==> config.mk <==
export PLATFORM = sky130hd
export DESIGN_NAME = front_panel_ctrl
export DESIGN_NICKNAME = d
export VERILOG_FILES = /design/src/rtl/flow_panel_pkg.sv /design/src/rtl/front_panel_ctrl_key_debounce.sv /design/src/rtl/front_panel_ctrl.sv
export SDC_FILE = /design/constraint.sdc
export NUM_CORES = 1
export LEC_CHECK = 0
export CAP_MARGIN = 20
export CORE_AREA = 2 2 231 233
export CTS_CLUSTER_SIZE = 24
export DETAILED_ROUTE_END_ITERATION = 10
export DIE_AREA = 0 0 233 235
export PLACE_DENSITY = 0.46
export RECOVER_POWER = 25
export SYNTH_ARGS = -nofsm -noshare
export SYNTH_HDL_FRONTEND = slang
export SYNTH_HIERARCHICAL = 1
export SYNTH_SLANG_ARGS = --single-unit
==> constraint.sdc <==
create_clock -name clock -period 4.4 [get_ports clock]
set_clock_uncertainty 0.05 [all_clocks]
set_input_delay 0.88 -clock clock [delete_from_list [all_inputs] [get_ports clock]]
set_output_delay 0.88 -clock clock [all_outputs]
set_load 0.005 [all_outputs]
==> src/rtl/flow_panel_pkg.sv <==
// flow_panel_pkg: key and switch bit positions shared by the front-panel logic.
// Latency: n/a (constants and a pure helper function).
// Backpressure: n/a.
package flow_panel_pkg;

  // Bit positions within key_n
  localparam int KEY_LOAD  = 1;
  localparam int KEY_STEP  = 2;
  localparam int KEY_SWCLK = 3;

  // Bit positions within sw
  localparam int SW_SPECIAL = 9;
  localparam int SW_TOP     = 8;
  localparam int SW_SCROLL  = 6;
  localparam int SW_LOCK    = 5;

  // Pick the upper or lower status-flag byte for the LED view
  function automatic logic [7:0] flag_byte(input logic top, input logic [15:0] flags);
    return top ? flags[15:8] : flags[7:0];
  endfunction

endpackage

==> src/rtl/front_panel_ctrl_key_debounce.sv <==
// key_debounce: 2-flop synchroniser, stability counter and press-edge detector for one raw key.
// Latency: press_o is high 2+DEBOUNCE_CYCLES clocks after a clean falling key_n_i, for one cycle.
// Backpressure: none; one press_o pulse per accepted idle->pressed transition, none on release.
module key_debounce #(
  parameter int DEBOUNCE_CYCLES = 500000
) (
  input  logic clk_i,
  input  logic rst_i,
  input  logic key_n_i,
  output logic press_o
);

  localparam int CNT_W = $clog2(DEBOUNCE_CYCLES + 1);

  logic [1:0]       sync_q;
  logic             synced;
  logic [CNT_W-1:0] cnt_q, cnt_d;
  logic             deb_q, deb_d;
  logic             prev_q;

  // Synchronise the inverted (active-high "pressed") key level
  always_ff @(posedge clk_i or posedge rst_i) begin
    if (rst_i) sync_q <= 2'b00;
    else       sync_q <= {sync_q[0], ~key_n_i};
  end

  assign synced = sync_q[1];

  // Count consecutive cycles the synced level disagrees with the debounced state
  always_comb begin
    cnt_d = '0;
    deb_d = deb_q;
    if (synced != deb_q) begin
      if (cnt_q == CNT_W'(DEBOUNCE_CYCLES)) deb_d = synced;
      else                                  cnt_d = cnt_q + CNT_W'(1);
    end
  end

  // Debounced state, counter and one-cycle-delayed copy for edge detection
  always_ff @(posedge clk_i or posedge rst_i) begin
    if (rst_i) begin
      cnt_q  <= '0;
      deb_q  <= 1'b0;
      prev_q <= 1'b0;
    end else begin
      cnt_q  <= cnt_d;
      deb_q  <= deb_d;
      prev_q <= deb_q;
    end
  end

  assign press_o = deb_q & ~prev_q;

endmodule

==> src/rtl/front_panel_ctrl.sv <==
// front_panel_ctrl: debounced keys, byte-wise switch register, debug-window select and LED view.
// Latency: key press -> pulse/register update 3+DEBOUNCE_CYCLES clocks; slice and led are combinational.
// Backpressure: none; FRONT_PANEL_AUTOSCROLL_EN adds a timed offset scroll in special mode.
module front_panel_ctrl
  import flow_panel_pkg::*;
#(
  parameter  int SLICE_W         = 16,
  parameter  int NUM_SLICES      = 32,
  parameter  int SW_BYTES        = 2,
  parameter  int DEBOUNCE_CYCLES = 500000,
  parameter  int SCROLL_CYCLES   = 25000000,
  localparam int OFF_W           = $clog2(NUM_SLICES),
  localparam int SWITCH_W        = 8 * SW_BYTES
) (
  input  logic                          clock,
  input  logic                          reset,
  input  logic [9:0]                    sw,
  input  logic [3:0]                    key_n,
  input  logic [NUM_SLICES*SLICE_W-1:0] display,
  input  logic [15:0]                   flags,
  output logic [SLICE_W-1:0]            slice,
  output logic [OFF_W-1:0]              offset,
  output logic [SWITCH_W-1:0]           switch_register,
  output logic                          clock_lock,
  output logic                          user_step,
  output logic                          switch_clock,
  output logic [9:0]                    led
);

  localparam int PTR_W = (SW_BYTES > 1) ? $clog2(SW_BYTES) : 1;

  logic load_press, step_press, swclk_press;
  logic special, top_select, in_range;

  logic [SWITCH_W-1:0] sr_q, sr_d;
  logic [PTR_W-1:0]    ptr_q, ptr_d;
  logic [OFF_W-1:0]    offset_q, offset_d;
  logic                lock_q, lock_d;
  logic                rerr_q, rerr_d;
  logic                step_q, swclk_q;
  logic [7:0]          cur_byte;
  logic                scroll_tick;

  logic [NUM_SLICES-1:0][SLICE_W-1:0] disp_arr;

  // key_n[0] has no function on this board
  logic unused_key0;
  assign unused_key0 = key_n[0];

  key_debounce #(.DEBOUNCE_CYCLES(DEBOUNCE_CYCLES)) u_key_load (
    .clk_i(clock), .rst_i(reset), .key_n_i(key_n[KEY_LOAD]),  .press_o(load_press));
  key_debounce #(.DEBOUNCE_CYCLES(DEBOUNCE_CYCLES)) u_key_step (
    .clk_i(clock), .rst_i(reset), .key_n_i(key_n[KEY_STEP]),  .press_o(step_press));
  key_debounce #(.DEBOUNCE_CYCLES(DEBOUNCE_CYCLES)) u_key_swclk (
    .clk_i(clock), .rst_i(reset), .key_n_i(key_n[KEY_SWCLK]), .press_o(swclk_press));

  assign special    = sw[SW_SPECIAL];
  assign top_select = sw[SW_TOP];
  assign in_range   = ({1'b0, sw[4:0]} < 6'(NUM_SLICES));

`ifdef FRONT_PANEL_AUTOSCROLL_EN
  localparam int SCR_W = $clog2(SCROLL_CYCLES);

  logic             scroll_en;
  logic [SCR_W-1:0] scroll_cnt_q, scroll_cnt_d;

  assign scroll_en   = special & sw[SW_SCROLL];
  assign scroll_tick = scroll_en && (scroll_cnt_q == SCR_W'(SCROLL_CYCLES - 1));

  // Scroll period counter; idle at zero whenever scrolling is off
  always_comb begin
    scroll_cnt_d = scroll_cnt_q + SCR_W'(1);
    if (!scroll_en || scroll_tick) scroll_cnt_d = '0;
  end

  // Scroll counter state
  always_ff @(posedge clock or posedge reset) begin
    if (reset) scroll_cnt_q <= '0;
    else       scroll_cnt_q <= scroll_cnt_d;
  end
`else
  assign scroll_tick = 1'b0;
`endif

  // Normal-mode load writes the byte under the pointer and advances it
  always_comb begin
    sr_d  = sr_q;
    ptr_d = ptr_q;
    if (load_press && !special) begin
      for (int i = 0; i < SW_BYTES; i++) begin
        if (ptr_q == PTR_W'(i)) sr_d[8*i +: 8] = sw[7:0];
      end
      if (ptr_q == PTR_W'(SW_BYTES - 1)) ptr_d = '0;
      else                               ptr_d = ptr_q + PTR_W'(1);
    end
  end

  // Special-mode load sets window, lock and range error; a load beats a scroll tick
  always_comb begin
    offset_d = offset_q;
    lock_d   = lock_q;
    rerr_d   = rerr_q;
    if (scroll_tick) offset_d = offset_q + OFF_W'(1);
    if (load_press && special) begin
      lock_d = sw[SW_LOCK];
      if (in_range) begin
        offset_d = sw[OFF_W-1:0];
        rerr_d   = 1'b0;
      end else begin
        offset_d = offset_q;
        rerr_d   = 1'b1;
      end
    end
  end

  // Panel state and registered key pulses
  always_ff @(posedge clock or posedge reset) begin
    if (reset) begin
      sr_q     <= '0;
      ptr_q    <= '0;
      offset_q <= '0;
      lock_q   <= 1'b0;
      rerr_q   <= 1'b0;
      step_q   <= 1'b0;
      swclk_q  <= 1'b0;
    end else begin
      sr_q     <= sr_d;
      ptr_q    <= ptr_d;
      offset_q <= offset_d;
      lock_q   <= lock_d;
      rerr_q   <= rerr_d;
      step_q   <= step_press;
      swclk_q  <= swclk_press;
    end
  end

  // Byte of the switch register that the next load will overwrite
  always_comb begin
    cur_byte = '0;
    for (int i = 0; i < SW_BYTES; i++) begin
      if (ptr_q == PTR_W'(i)) cur_byte = sr_q[8*i +: 8];
    end
  end

  assign disp_arr = display;
  assign slice    = disp_arr[offset_q];

  assign offset          = offset_q;
  assign switch_register = sr_q;
  assign clock_lock      = lock_q;
  assign user_step       = step_q;
  assign switch_clock    = swclk_q;
  assign led             = {rerr_q, lock_q, special ? flag_byte(top_select, flags) : cur_byte};

endmodule

==> metrics.yaml <==
power:
  powerDensity_nw_per_um2: 153
  power_mw: 2.47
  p_leak_nw: 5.66
  ir_drop_v: 0.000170
placement:
  gp_congestion: 0.900
  io_buffers: 591
  placed_cell_area_sq_um: 15800
  post-dp-hpwl_um: 50200
cells_and_area:
  design_area_sq_um: 16200
  final_core_util: 0.309
  syn2layout_area_growth_pct: 74.2
  drive_gt1_frac: 0.0589
  fillers: 5531
  final_nets: 2106
setup_path:
  r2r_slack_ps: 2350
  cp-start-kind: "flip-flop"
  rr_worst_depth: 6
  critical_path.cell_chain: "buf_12 -> buf_12 -> mux2i_1 -> a22oi_1 -> nand3_1 -> nand3_1 -> clkdlybuf4s50_1"
  r2r_start: "u_key_swclk/cnt_q[0]$_DFF_PP0_"
  cp.required_ps: 3470
  worstSetupPathType: "flip-flop to output pin"
  critPathMaxStageDelay_ps: 720
  cp_data_arrival_time_ps: 3160
  critPathMaxFanout: 38
  cp_slowest_cell: "dfrtp_4"
  setup.worst_path.end_class: "output pin"
  r2r-end: "u_key_swclk/deb_q$_DFFE_PP0P_"
  critPathBufInv: 3
  cp_top_family: "buffers and inverters"
synth:
  yosysMostFrequentCell: "mux2i_1"
  synthTopCellsByCount: "mux2i_1, dfrtp_1, a22oi_1"
  syn_avg_cell_area_sq_um: 9.29
  synth_area_leaders: "mux2i_1, dfrtp_1, a22oi_1"
  ys_ff_latch: 94
  synth-edff-count: 0
  synth_nets: 1548
  synthDistinctLibCells: 47
  synth_warnings: 6
  ys.flop_type: "dfrtp_1"
  syn_inst: 998
  seq_area_frac_synth: 0.254
  yosys.area.top_type_share: 0.291
  async_reset_ff_frac: 1.00
  synthesis.area_sq_um: 9270
  synth.largest_area_cell: "mux2i_1"
worst_hold_path:
  hold_class: "flip-flop to flip-flop"
  min_to: "u_key_load/sync_q[1]$_DFF_PP0_"
  worstHoldPathCells: 0
  worstHoldStart: "u_key_load/sync_q[0]$_DFF_PP0_"
clock_tree:
  cts.sinks: 94
  post_cts_buffers: 0
  cts_inserted_buffers: 9
  root_buffer: "clkbuf_16"
  htree_levels: 3
  cts.reportedPaths.clkPinSlew_ps: 60
  cts_hold_buffers: 0
  clock_latency_ps: 340
  cts_buffer_depth: 2
  post_cts_resized: 0
  cts_tree: "built"
route:
  routedWlPerCell_um: 26.1
  vias: 10189
  route.detailed.drc: 0
  drtPass1Iterations: 5
  drt_iter0_drc: 460
  ant_nets: 0
  routed_wl_um: 59000
  vias_per_cell: 4.50
grt:
  grt_usage: 0.207
  grt_pass1_vias: 10706
  grt_remaining_overflow: 0
  grt_pass1_wl_um: 80600
  antenna_found_initial: 35
  grt_max_degree: 65
timing:
  fin_setup_tns_ps: 0
  rsz0062_at_grt: "no"
  min_period_over_period: 0.930
  drv_slew: 0
  whs_ps: 299
  fmax_mhz: 244
  slew_headroom: 0.359
  finalHoldViolations: 0
  setup-violations-final: 0
  period_needed_ps: 4090
  max_slew.worst_pin.slew_ps: 961
floorplan:
  io_pins: 594
  initial_core_util: 0.178
  dieArea_sq_um: 54800
  fp.dieW_um: 233
  row_count: 84
  die_h_um: 235
  core-area_sq_um: 52200
flow_run:
  drv_cap: 0
outcome:
  status: "finished clean"
==> worst register-to-register path, stage by stage (launching register included) <==
cell     delay (ps)
dfrtp_1         410
inv_1            70
ha_1            130
nor4b_1         430
nand4_2         200
nor2_1          260
mux2_2          370
==> final cells by class <==
| cell class | instances | area, sq um | share of cell area |
|---|---|---|---|
| clock inverter | 5 | 83.8 | 0.00519 |
| tap | 688 | 861 | 0.0533 |
| sequential | 94 | 2360 | 0.146 |
| timing repair buffer | 626 | 6280 | 0.389 |
| antenna | 14 | 35.0 | 0.00217 |
| inverter | 19 | 71.3 | 0.00441 |
| multi-input combinational | 806 | 6230 | 0.386 |
| clock buffer | 11 | 233 | 0.0144 |
==> placed cells by master (no fill, tap or decap), types with 18 or more instances in the layout <==
cell	instances
nand3_1	50
xnor2_1	28
a21oi_1	43
nor3_1	28
mux2i_1	270
xor2_1	18
buf_4	28
nor2_1	57
a22oi_1	64
nand2_1	48
nand4_1	34
clkdlybuf4s50_1	584
dfrtp_1	93
a22o_1	32
inv_1	19
==> worst max-delay path by stage <==
stage                                from   endpoint  slack, ps  depth (start not counted)
global placement              display[11]  slice[11]        400                          7
CTS                 offset[2]$_DFFE_PP0P_   slice[9]        150                          6
global route        offset[2]$_DFFE_PP0P_   slice[9]         60                          6
finish              offset[1]$_DFFE_PP0P_   slice[5]        310                          7
floorplan                           sw[9]     led[0]       1840                          4
detailed placement            display[41]   slice[9]        380                          7
==> registers in the layout, summed over array words and instances, names as in the netlist, 2 cells and up <==
name,cells
offset,5
switch_register,16
u_key_load/cnt_q,19
u_key_load/sync_q,2
u_key_step/cnt_q,19
u_key_step/sync_q,2
u_key_swclk/cnt_q,19
u_key_swclk/sync_q,2
==> cells by family after synthesis <==
kind of cell,share of synthesized area
AO/OA/AOI/OAI,0.133
XOR/XNOR,0.0434
adder cells (fa/ha/maj),0.00810
buffers and inverters,0.0750
flip-flops,0.254
multiplexers,0.322
other,0.000404
AND/OR/NAND/NOR,0.164
==> power breakdown <==
group	switching (mW)	internal, mW	leakage [nW]
clock network	0.328	0.500	0.146
registers	0.00957	0.873	1.29
logic	0.230	0.524	4.22
==> metrics by stage <==
step / std cells / worst slack (ps)
detailed placement: 2232 / 381
finish: 2263 / 308
CTS: 2248 / 146
floorplan: 998 / 1840
global placement: 2232 / 401
global route: 2259 / 60.6
==> layer usage <==
| layer | share of wire | up-vias | global-route usage |
|---|---|---|---|
| met1 | 0.39 | 4892 | 0.232 |
| met5 | 0.0014 | - | 0 |
| li1 | - | 4876 | - |
| met4 | 0.013 | 12 | 0.0456 |
| met3 | 0.085 | 56 | 0.0751 |
| met2 | 0.51 | 353 | 0.370 |
No activity file was read; power rests on OpenSTA's default activity.
